**config.mk**
```make
export PLATFORM = sky130hd
export DESIGN_NAME = axi_4_lite_slave
export DESIGN_NICKNAME = d
export VERILOG_FILES = /design/src/rtl/axi_4_lite_pkg.sv /design/src/rtl/axil_sync_fifo.sv /design/src/rtl/axi_4_lite_slave.sv
export SDC_FILE = /design/constraint.sdc
export NUM_CORES = 1
export LEC_CHECK = 0
export CORE_AREA = 2 2 327 167
export CTS_CLUSTER_DIAMETER = 150
export DETAILED_ROUTE_END_ITERATION = 12
export DIE_AREA = 0 0 329 169
export PLACE_DENSITY = 0.71
export SETUP_SLACK_MARGIN = 0.3
export SYNTH_ARGS = -nofsm -noshare
export SYNTH_HDL_FRONTEND = slang
export SYNTH_SLANG_ARGS = --single-unit
```
**constraint.sdc**
```tcl
create_clock -name CLK -period 2.2 [get_ports CLK]
set_input_delay 0.33 -clock CLK [delete_from_list [all_inputs] [get_ports CLK]]
set_output_delay 0.33 -clock CLK [all_outputs]
set_load 0.005 [all_outputs]
```
**src/rtl/axi_4_lite_pkg.sv**
```systemverilog
// Shared constants for the AXI4-Lite register slave: response codes and register file size.
// No logic; imported by the slave top.
// No flow control of its own.
package axi_4_lite_pkg;

    localparam logic [1:0] RESP_OKAY   = 2'b00;
    localparam logic [1:0] RESP_SLVERR = 2'b10;

    localparam int NUM_REGS  = 16;
    localparam int REG_IDX_W = 4;

endpackage

```
**src/rtl/axil_sync_fifo.sv**
```systemverilog
// Single-clock FIFO used as a response queue.
// Latency: pushed entry visible at pop_dat one cycle after the push edge.
// Backpressure: push ignored while full (even if popping that cycle); pop ignored while empty.
module axil_sync_fifo #(
    parameter int WIDTH = 2,
    parameter int DEPTH = 4
) (
    input  logic             clk,
    input  logic             reset,
    input  logic             push,
    input  logic [WIDTH-1:0] push_dat,
    input  logic             pop,
    output logic [WIDTH-1:0] pop_dat,
    output logic             full,
    output logic             empty
);

    localparam int PW = (DEPTH > 1) ? $clog2(DEPTH) : 1;
    localparam int CW = $clog2(DEPTH + 1);

    logic [WIDTH-1:0] mem [DEPTH];
    logic [PW-1:0]    wr_ptr;
    logic [PW-1:0]    rd_ptr;
    logic [CW-1:0]    count;
    logic             do_push;
    logic             do_pop;

    function automatic logic [PW-1:0] ptr_inc(input logic [PW-1:0] p);
        return (p == PW'(DEPTH - 1)) ? '0 : p + PW'(1);
    endfunction

    assign full    = (count == CW'(DEPTH));
    assign empty   = (count == '0);
    assign do_push = push & ~full;
    assign do_pop  = pop & ~empty;
    assign pop_dat = mem[rd_ptr];

    always_ff @(posedge clk) begin
        if (reset) begin
            wr_ptr <= '0;
            rd_ptr <= '0;
            count  <= '0;
        end else begin
            if (do_push) wr_ptr <= ptr_inc(wr_ptr);
            if (do_pop)  rd_ptr <= ptr_inc(rd_ptr);
            case ({do_push, do_pop})
                2'b10:   count <= count + CW'(1);
                2'b01:   count <= count - CW'(1);
                default: count <= count;
            endcase
        end
    end

    // Storage is not reset; consumers mask pop_dat while empty.
    always_ff @(posedge clk) begin
        if (do_push) mem[wr_ptr] <= push_dat;
    end

endmodule

```
**src/rtl/axi_4_lite_slave.sv**
```systemverilog
// AXI4-Lite slave with 16 x 32-bit registers; AXIL_ADDR_DECODE_ERR_EN adds SLVERR for addr >= 0x40.
// Latency: B/R response valid one cycle after the accepting edge.
// Backpressure: AW/W/AR ready drop when the matching response queue is full or during reset.
module axi_4_lite_slave
    import axi_4_lite_pkg::*;
#(
    parameter int ADDRESS           = 32,
    parameter int DATA_WIDTH        = 32,
    parameter int WRITE_QUEUE_DEPTH = 4,
    parameter int READ_QUEUE_DEPTH  = 4
) (
    input  logic                  CLK,
    input  logic                  RESET,
    input  logic [ADDRESS-1:0]    S_AWADDR,
    input  logic                  S_AWVALID,
    output logic                  S_AWREADY,
    input  logic [DATA_WIDTH-1:0] S_WDATA,
    input  logic [3:0]            S_WSTRB,
    input  logic                  S_WVALID,
    output logic                  S_WREADY,
    input  logic                  S_BREADY,
    output logic [1:0]            S_BRESP,
    output logic                  S_BVALID,
    input  logic [ADDRESS-1:0]    S_ARADDR,
    input  logic                  S_ARVALID,
    output logic                  S_ARREADY,
    input  logic                  S_RREADY,
    output logic [DATA_WIDTH-1:0] S_RDATA,
    output logic [1:0]            S_RRESP,
    output logic                  S_RVALID
);

    localparam int RQW = DATA_WIDTH + 2;

    logic [DATA_WIDTH-1:0] regs [NUM_REGS];
    logic [REG_IDX_W-1:0]  wr_idx;
    logic [REG_IDX_W-1:0]  rd_idx;
    logic                  wr_acc;
    logic                  rd_acc;
    logic                  wr_err;
    logic                  rd_err;
    logic                  b_full, b_empty;
    logic                  r_full, r_empty;
    logic [1:0]            b_head;
    logic [1:0]            b_push_dat;
    logic [RQW-1:0]        r_head;
    logic [RQW-1:0]        r_push_dat;
    logic [DATA_WIDTH-1:0] rd_data;
    logic                  addr_unused;

    assign wr_idx      = S_AWADDR[5:2];
    assign rd_idx      = S_ARADDR[5:2];
    assign addr_unused = ^{S_AWADDR, S_ARADDR};

`ifdef AXIL_ADDR_DECODE_ERR_EN
    assign wr_err = (S_AWADDR >> 6) != '0;
    assign rd_err = (S_ARADDR >> 6) != '0;
`else
    assign wr_err = 1'b0;
    assign rd_err = 1'b0;
`endif

    // AW and W share one ready so the two channels are only ever taken together.
    assign S_AWREADY = ~b_full & ~RESET;
    assign S_WREADY  = ~b_full & ~RESET;
    assign S_ARREADY = ~r_full & ~RESET;

    assign wr_acc = S_AWVALID & S_WVALID & S_AWREADY;
    assign rd_acc = S_ARVALID & S_ARREADY;

    always_ff @(posedge CLK) begin
        if (RESET) begin
            for (int i = 0; i < NUM_REGS; i++) regs[i] <= '0;
        end else if (wr_acc && !wr_err) begin
            for (int b = 0; b < 4; b++) begin
                if (S_WSTRB[b]) regs[wr_idx][8*b +: 8] <= S_WDATA[8*b +: 8];
            end
        end
    end

    // Read samples the register array before any same-edge write lands.
    assign rd_data    = rd_err ? '0 : regs[rd_idx];
    assign r_push_dat = {(rd_err ? RESP_SLVERR : RESP_OKAY), rd_data};
    assign b_push_dat = wr_err ? RESP_SLVERR : RESP_OKAY;

    axil_sync_fifo #(.WIDTH(2), .DEPTH(WRITE_QUEUE_DEPTH)) u_bq (
        .clk      (CLK),
        .reset    (RESET),
        .push     (wr_acc),
        .push_dat (b_push_dat),
        .pop      (S_BVALID & S_BREADY),
        .pop_dat  (b_head),
        .full     (b_full),
        .empty    (b_empty)
    );

    axil_sync_fifo #(.WIDTH(RQW), .DEPTH(READ_QUEUE_DEPTH)) u_rq (
        .clk      (CLK),
        .reset    (RESET),
        .push     (rd_acc),
        .push_dat (r_push_dat),
        .pop      (S_RVALID & S_RREADY),
        .pop_dat  (r_head),
        .full     (r_full),
        .empty    (r_empty)
    );

    assign S_BVALID = ~b_empty;
    assign S_BRESP  = b_empty ? RESP_OKAY : b_head;
    assign S_RVALID = ~r_empty;
    assign S_RDATA  = r_empty ? '0 : r_head[DATA_WIDTH-1:0];
    assign S_RRESP  = r_empty ? RESP_OKAY : r_head[DATA_WIDTH+1:DATA_WIDTH];

endmodule

```
Yosys cells after proc, flatten, opt, wreduce, memory -nomap -nowiden

Memories as Yosys holds them, arrays and structs flattened. A register that Yosys moved wholly into a read port is not among the register bits.
Index checks and enable logic that the tools add are counted.

Bits in registers: 10
Memory bits (writable): 640
Bits of input ports: 107
Output and inout bits: 41
Logic and storage cells: 73
Memories kept: 2

Memory list:

| memory   | depth | width | read ports | clocked after Yosys merged registers in | wr ports | line                   | source |
|---|---|---|---|---|---|---|---|
| regs     | 16    | 32    | 1          | 0                                       | 16       | axi_4_lite_slave.sv:35 | `logic [DATA_WIDTH-1:0] regs [NUM_REGS];` |
| u_rq.mem | 4     | 32    | 1          | 1                                       | 1        | axil_sync_fifo.sv:21   | `logic [WIDTH-1:0] mem [DEPTH];` |

Add/subtract/negate cells: 6
Equal/unequal tests: 8
Muxes and demuxes: 32
Bitwise gates (word level): 16
Reductions and logical operators: 5

Operators with widths:

| operator            | number |
|---|---|
| $mux 32             | 2 |
| $reduce_or 32->1    | 1 |
| $mux 1              | 20 |
| $mux 2              | 6 |
| $pmux 3 s2          | 2 |
| $and 1x1->1         | 11 |
| $eq 2x2->1 const B  | 4 |
| $mux 4              | 2 |
| $add 3x1->3 const B | 2 |
| $eq 3x3->1 const B  | 2 |
| $logic_not 3->1     | 2 |
| $sub 3x1->3 const B | 2 |
| $not 1->1           | 5 |
| $add 2x1->2 const B | 2 |
| $eq 2x1->1 const B  | 2 |
| $reduce_bool 2->1   | 2 |

Depth between registers and ports, before layout

Gate-level depths: netlist (run 1).

Depth in word-level cells: 9
Mapped depth: 10
Depth with buffers taken out: 9

Modules after synthesis

A second synthesis (run 1) with hierarchy kept.

Cell total of the unflattened synthesis: 1867
Area, all modules: 28705.0 µm²

By module, submodules not included:

| module                 | instances | cells each | area each (µm²) | sequential area each (µm²) |
|---|---|---|---|---|
| axi_4_lite_slave       | 1         | 1573       | 22517.8         | 15374.7 |
| axil_sync_fifo at u_rq | 1         | 232        | 5392.7          | 4264.1 |
| axil_sync_fifo at u_bq | 1         | 62         | 794.5           | 420.4 |

Least setup slack after synthesis (run 1)

No wires, ideal clock.

Path type: in2reg
Start point: input port RESET
End point: register u_bq.count[2]
Setup time: 71 ps
Arrival time: 2303 ps
Required time: 2129 ps
Slack: -174 ps
Cell stages on the path: 10
Buffers on the path: 2
Cells stage by stage: buf_1 clkbuf_1 nor2_1 nand3_1 ha_1 inv_1 fa_1 xor2_1 or3_1 a21oi_1

Cells in the longest elaborated chain, start to end: 6
Elaborated cells on any way between the ends: 8
Classes of those cells: eq/ne: 2; mux: 1; bitwise: 4; reduce/logical: 1

Ends and longest elaborated chain:

| item                                            | line                   | source |
|---|---|---|
| from (decl)                                     | axi_4_lite_slave.sv:13 | `input logic RESET,` |
| $not 1->1 (*)                                   | axi_4_lite_slave.sv:64 | `assign S_AWREADY = ~b_full & ~RESET;` |
| $and 1x1->1 (*)                                 | axi_4_lite_slave.sv:64 |  |
| net S_AWREADY                                   | axi_4_lite_slave.sv:16 | `output logic S_AWREADY,` |
| $and 1x1->1 (*)                                 | axi_4_lite_slave.sv:68 | `assign wr_acc = S_AWVALID & S_WVALID & S_AWREADY;` |
| $and 1x1->1 (*)                                 | axil_sync_fifo.sv:34   | `assign do_push = push & ~full;` |
| $eq 2x1->1 or $eq 2x2->1 (tied branches)        | axil_sync_fifo.sv:46   | `case ({do_push, do_pop})` |
| $pmux 3 s2 or $reduce_bool 2->1 (tied branches) | n/a                    |  |
| to (signal assigned)                            | axil_sync_fifo.sv:47   | `2'b10: count <= count + CW'(1);` |
| to (signal assigned)                            | axil_sync_fifo.sv:48   | `2'b01: count <= count - CW'(1);` |
| to (signal assigned)                            | axil_sync_fifo.sv:49   | `default: count <= count;` |
| to (decl)                                       | axil_sync_fifo.sv:24   | `logic [CW-1:0] count;` |

The timed path passes the listed nets; every way through them passes the cells marked *.
A chain may end at the register's enable or synchronous reset.

==> results of run 1 <==
worst min path at each step:
stage	slack (ns)	to	cells past startpoint	startpoint
finish	0.33	u_rq.count[1]	3	RESET
global route	0.33	u_rq.count[0]	3	RESET
CTS	0.29	u_rq.count[1]	3	RESET
detailed placement	0.49	u_bq.count[2]	2	u_bq.count[2]
global placement	0.47	register	2	u_rq.rd_ptr[0]
floorplan	0.46	u_bq.count[2]	2	u_bq.count[2]
through the flow:
stage | util | hold slack (ns) | std cells
after detailed placement | 0.589 | 0.491 | 2640
after global placement | 0.589 | 0.465 | 2640
after CTS | 0.638 | 0.289 | 2769
after floorplan | - | 0.461 | 1860
final | 0.641 | 0.328 | 2774
after global routing | 0.641 | 0.329 | 2773
sequential cells by signal, summed over array words and instances (netlist names), named ones only:
| name | count |
|---|---|
| regs | 512 |
| u_rq.mem | 128 |
| u_bq.count | 3 |
| u_rq.count | 3 |
| u_rq.rd_ptr | 2 |
| u_rq.wr_ptr | 2 |
report_power, final:
group / switching (mW) / internal (mW)
combinational: 2.65 / 2.72
clock: 4.43 / 5.18
sequential: 0.247 / 14.2
total: 7.33 / 22.1
critical path, cell delays in order, from the launching register on:
cell     delay [ns]
dfxtp_4        0.49
buf_12         0.18
buf_6          0.10
mux4_2         0.52
nor2b_4        0.14
buf_2          0.12
Yosys cell counts (2+ instances only):
master     number  area share
or4b_1          4      0.0014
nand2_1        67      0.0089
dfxtp_1        12      0.0085
and3_1          4     0.00089
nor2_1        505       0.067
or3_1           4     0.00089
a31o_2         48       0.015
a21oi_1         6      0.0011
mux2_2          2     0.00080
buf_1           7     0.00093
buf_6          16      0.0064
buf_2          23      0.0041
nand4b_1        4      0.0012
ha_1            7      0.0031
nand2b_1        2     0.00044
inv_1          12      0.0016
clkbuf_1      139       0.018
xor2_1          4      0.0012
nor2b_1        36      0.0080
nor2_4          2     0.00080
a21o_1         16      0.0043
fa_1            2      0.0014
buf_4           6      0.0016
nand4bb_1       6      0.0024
mux4_2        160        0.13
clkbuf_2        2     0.00035
nor2_2         20      0.0044
nor4_2          3      0.0013
and2_1          6      0.0013
edfxtp_1      640        0.68
o21ai_0         2     0.00035
a22oi_1        64       0.017
or4_1          17      0.0045
kinds of logic (layout without fill, tap and decap cells):
group	count (synthesis)	count (layout)	synth area share
simple gates	685	685	0.105
other cells	1	5	0.000133
xor+xnor	4	4	0.00124
compound gates	138	138	0.0381
mux	163	163	0.129
buf+inv	205	405	0.0334
fa+ha+maj	9	9	0.00452
flops	652	652	0.689
final cells by class:
class                      instances  area [µm²]
tap                              713         892
clock inverter                    30         239
sequential                       652       19500
inverter                          12        45.0
antenna                            1        2.50
fill                            3740       19000
clock buffer                      69        1470
timing repair buffer             294        3190
multi-input combinational       1003        8620
routing by layer:
layer	share of wire	wire [µm]	vias up
met3	0.13	10100	149
met4	0.029	2310	2
li1	-	-	7250
met5	0.00016	13	-
met1	0.40	31400	8979
met2	0.44	35100	1154
what timing repair did:
item                       4_1_cts  5_1_grt
setup buffers                   28        4
pin swaps                        9        6
resized for setup              249       51
setup endpoints to repair      553      464
cloned                           2        0
hold endpoints to repair         0        0
==> results.tsv, run 1 <==
stage	metric	value	unit
sta	final hold violation count	0	
cells_and_area	P&R area growth vs syn	20.1	%
clock_network	Longest Clk Path Bufs	3	
yosys	number of synthesized flops with an enable pin	640	
critical_path	worst r2r path cells	10	
die	die width	329	µm
global_route	met3 GRT Util	0.0703	
yosys	gate count after technology mapping	1857	
global_route	wire length of the first global-routing pass	117000	µm
sta	tightest slew margin relative to the limit	0.523	
critical_path	Worst EP required	1.87	ns
critical_path	startpoint of the worst register-to-register path	u_rq.count[1]	
drt	starting DRC count in detailed routing	2509	
power_and_ir_drop	leakage	12.0	nW
critical_path	reg2reg setup slack	0.17	ns
clock_network	Sinks on Clock Net	652	
yosys	Synth Register Bits	652	
critical_path	end of the critical path	S_RDATA[22]	
outcome	outcome	finished with violations	
power_and_ir_drop	total power divided by cell area	868	nW/µm²
critical_path	data arrival time of the critical path	2.17	ns
die	die area	55600	µm²
drt	Via-to-Cell Ratio	6.32	
critical_path	Critical Path Fanout Max	8	
critical_path	WS Path Type	register to output port	
placed_design	Routability Congestion	0.849	
sta	post-layout worst setup margin	-0.300	ns
sta	RSZ-0062 raised after global routing	yes	
clock_network	number of buffers created by CTS	54	
placed_design	total half-perimeter wirelength after legalization and detailed placement	52000	µm
clock_network	master cell of the clock root buffer	clkbuf_16	
clock_network	number of buffers added to fix hold violations after cts	0	
yosys	number of unique standard cell types used by synthesis	42	
global_route	layer with the highest usage after global routing	met1	
sta	Tightest Pin Transition	0.713	ns
drt	vias after detailed routing	17500	
sta	sum of negative setup slack	-7.45	ns
global_route	total routing resource utilization after global routing	0.291	
cells_and_area	most frequent standard cell in the layout excluding fill and tap cells	edfxtp_1	
yosys	fraction of registers with async set or reset after synthesis	0	
die	area of the core	52900	µm²
drt	post-DR wirelength/cell	28.4	µm
placed_design	quantity of I/O buffers inserted on ports	87	
global_route	overall overflow remaining after global route	0	
drt	Pre-antenna DRT Iters	5	
run	number of max-capacitance violations reported	0	
die	Cell Rows	60	
global_route	number of antenna violations at the first check in global routing	2	
power_and_ir_drop	PnR Total Power	29.4	mW
cells_and_area	most used cells in the layout excluding fill and tap cells	edfxtp_1, nor2_1, mux4_2	
clock_network	TritonCTS clock tree	yes	
yosys	synth warn	0	
global_route	routing usage on met1	0.435	
power_and_ir_drop	worst-case vdd ir drop	0.558	mV
sta	Tcrit/Tclk final	1.14	
global_route	grt met2 use	0.429	
sta	clock period minus worst slack	2.50	ns
die	overall die height	169	µm
sta	final count of pins violating max slew	0	
outcome	violations in the final reports	negative setup slack	
drt	antenna-violating nets left	0	
global_route	pin count of the biggest net entering global routing	34	
cells_and_area	fraction of final layout cells with drive strength greater than 1	0.299	
yosys	sequential element share of the synthesized area	0.689	
sta	endpoints failing setup	32	
die	total I/O pin count	148	
critical_path	CP startpoint kind	register	
critical_path	RR Endpoint	u_rq.count[2]	
drt	DRC violation count after routing	0	
yosys	synthesized area	28200	µm²
clock_network	depth of the CTS H-tree	2	
sta	worst clock skew	0.0193	ns
yosys	primary flip-flop cell chosen by synthesis mapping	edfxtp_1	
sta	maximum clock frequency	400	MHz
cells_and_area	final std cell area, no fill	33900	µm²
cells_and_area	Nets	2133	
drt	sum of routed wire length over all layers	78900	µm
clock_network	clock edge transition at the registers on the reported setup and hold paths	0.06	ns
clock_network	clock latency reported for the late side of the worst-skew pair	0.62	ns
placed_design	placed inst area	31200	µm²
min_path	worst min-delay path category	input port to register	
yosys	mean instance size in the synthesized netlist	15.2	µm²
die	effective utilization at floorplan	0.534	
global_route	vias in the first global route	17400	
critical_path	nature of the critical path endpoint	output port	
placed_design	Setup WS pre-CTS	-0.429	ns
Note: power is estimated with default switching activity, not from simulation.
==> run 2: changes to the inputs <==
--- a/config.mk
+++ b/config.mk
@@ -6,6 +6,7 @@
 export NUM_CORES = 1
 export LEC_CHECK = 0
 export CORE_AREA = 2 2 327 167
+export CTS_BUF_LIST = sky130_fd_sc_hd__clkbuf_8 sky130_fd_sc_hd__clkbuf_16
 export CTS_CLUSTER_DIAMETER = 150
 export DETAILED_ROUTE_END_ITERATION = 12
 export DIE_AREA = 0 0 329 169
==> run 2 against run 1 <==
Effect of this change:
- register-to-register slack barely moved
- die area did not move
- power fell by 0.16%
- first-iteration DRC count rose by 1.1%
- fmax barely moved
- sequential cell count did not move
- final cell count did not move
- the run still ends with negative setup slack left
- final area did not move
==> results.tsv, run 2 (synthesized netlist as in run 1, its figures left out) <==
stage	metric	value	unit	change
outcome	outcome	finished with violations		
outcome	violations in the final reports	negative setup slack		
sta	Tightest Pin Transition	0.709	ns	-0.00460 ns
cells_and_area	storage element area	19500	µm²	unchanged
critical_path	critical path cell sequence	buf_12, buf_6, mux4_2, nor2b_4, buf_2		
clock_network	Longest Clk Path Bufs	3		unchanged
clock_network	number of buffers created by CTS	54		unchanged
cells_and_area	# fillers	3740		unchanged
die	die area	55600	µm²	unchanged
clock_network	TritonCTS clock tree	yes		
drt	vias after detailed routing	17500		+0.017%
placed_design	Setup WS pre-CTS	-0.429	ns	unchanged
critical_path	data arrival time of the critical path	2.17	ns	about the same
cells_and_area	Nets	2133		unchanged
sta	worst clock skew	0.0186	ns	-0.000760 ns
cells_and_area	Largest regs	regs x512, u_rq.mem x128		
critical_path	nature of the critical path endpoint	output port		
cells_and_area	fraction of final layout cells with drive strength greater than 1	0.299		unchanged
min_path	Min-Delay Path Depth	3		unchanged
clock_network	clock latency reported for the late side of the worst-skew pair	0.62	ns	about the same
sta	final hold violation count	0		unchanged
power_and_ir_drop	worst-case vdd ir drop	0.558	mV	about the same
critical_path	Worst path slowest cell	mux4_2		
die	effective utilization at floorplan	0.534		unchanged
die	area of the core	52900	µm²	unchanged
drt	starting DRC count in detailed routing	2537		+1.1%
clock_network	clock edge transition at the registers on the reported setup and hold paths	0.06	ns	about the same
critical_path	crit path buf inv count	3		unchanged
critical_path	startpoint of the worst register-to-register path	u_rq.count[1]		
global_route	overall overflow remaining after global route	0		unchanged
drt	Pre-antenna DRT Iters	6		+1
cells_and_area	P&R area growth vs syn	20.1	%	unchanged
run	number of max-capacitance violations reported	0		unchanged
cells_and_area	max reg flops	512		unchanged
sta	maximum clock frequency	400	MHz	about the same
placed_design	quantity of I/O buffers inserted on ports	87		unchanged
placed_design	total half-perimeter wirelength after legalization and detailed placement	52000	µm	unchanged
global_route	total routing resource utilization after global routing	0.291		unchanged
drt	antenna-violating nets left	0		unchanged
sta	endpoints failing setup	32		unchanged
cells_and_area	most used cells in the layout excluding fill and tap cells	edfxtp_1, nor2_1, mux4_2		
min_path	Worst Min Path Start	RESET		
sta	clock period minus worst slack	2.50	ns	-0.00248 ns
global_route	pin count of the biggest net entering global routing	34		unchanged
critical_path	biggest cell delay along the critical path	0.52	ns	about the same
min_path	worst min-delay path category	input port to register		
critical_path	worst r2r path cells	10		unchanged
sta	Tcrit/Tclk final	1.14		about the same
critical_path	Worst EP required	1.87	ns	about the same
cells_and_area	most frequent standard cell in the layout excluding fill and tap cells	edfxtp_1		
sta	RSZ-0062 raised after global routing	yes		
critical_path	CP startpoint kind	register		
drt	sum of routed wire length over all layers	79100	µm	+0.23%
die	die width	329	µm	unchanged
power_and_ir_drop	total power divided by cell area	866	nW/µm²	-0.16%
global_route	wire length of the first global-routing pass	117000	µm	unchanged
sta	sum of negative setup slack	-7.44	ns	+0.0108 ns
critical_path	WS Path Type	register to output port		
cells_and_area	top register by number of flip-flops	regs		
drt	DRC violation count after routing	0		unchanged
clock_network	master cell of the clock root buffer	clkbuf_16		
critical_path	Crit path max-delay family	multiplexers		
die	Cell Rows	60		unchanged
critical_path	Critical Path Fanout Max	8		unchanged
clock_network	Sinks on Clock Net	652		unchanged
cells_and_area	multi-input combinational cell area	8620	µm²	unchanged
placed_design	Routability Congestion	0.849		unchanged
power_and_ir_drop	leakage	12.1	nW	+0.38%
critical_path	count of cell instances traversed by the critical path	5		unchanged
drt	post-DR wirelength/cell	28.5	µm	+0.23%
global_route	vias in the first global route	17400		unchanged
drt	Via-to-Cell Ratio	6.32		about the same
sta	post-layout worst setup margin	-0.297	ns	+0.00248 ns
die	overall die height	169	µm	unchanged
sta	final count of pins violating max slew	0		unchanged
die	total I/O pin count	148		unchanged
global_route	number of antenna violations at the first check in global routing	2		unchanged
clock_network	depth of the CTS H-tree	2		unchanged
sta	tightest slew margin relative to the limit	0.526		+0.00307
run 2: changes by cell type in the layout (fill, tap and decap cells not counted):
cell / delta
clkbuf_1: -11
inv_1: +11
run 2: layout make-up:
class	instances	share of cell area
Antenna cell	1	0.0000737
Sequential cell	652	0.574
Clock buffer	58	0.0421
Tap cell	713	0.0263
Multi-Input combinational cell	1003	0.254
Inverter	12	0.00133
Clock inverter	41	0.00826
Timing Repair Buffer	294	0.0940
run 2: timing repair:
item                       4_1_cts  5_1_grt
setup endpoints to repair      552      464
cloned                           2        0
gates resized for setup        249       51
hold buffers                     0        0
setup buffers                   28        4
pin swaps                        9        6
run 2: worst min-delay path, cell delays in order:
cell	delay, ns
buf_4	0.21
buf_4	0.24
nor2_1	0.10
run 2: metal layers:
layer | global-route usage | part of all wire | vias up
met5 | 0 | 0.00016 | -
met4 | 0.0804 | 0.029 | 2
met3 | 0.0703 | 0.13 | 144
met2 | 0.429 | 0.44 | 1184
met1 | 0.435 | 0.40 | 8960
li1 | - | - | 7247
run 2: power breakdown:
part	switching, mW	total [mW]	internal, mW
registers	0.247	14.5	14.2
logic	2.65	5.37	2.72
clock network	4.43	9.56	5.13
run 2: path summary, 6_finish.rpt:
kind,endpoint,slack [ns]
worst min-delay path,u_rq.count[1],0.33
worst max register to register,u_rq.count[2],0.17
worst max-delay path,S_RDATA[22],-0.30
worst min register to register,register,0.50
run 2: metrics by stage:
stage          hold slack [ns]  instances  instance area (µm²)  total power, mW   util
2_1_floorplan            0.461       1860                28300             16.8      -
3_5_place_dp             0.491       2640                31200             18.9  0.589
4_1_cts                  0.289       2769                33700             29.2  0.638
3_3_place_gp             0.465       2640                31200             18.8  0.589
5_1_grt                  0.329       2773                33900             30.3  0.641
6_report                 0.329       2774                33900             29.4  0.641
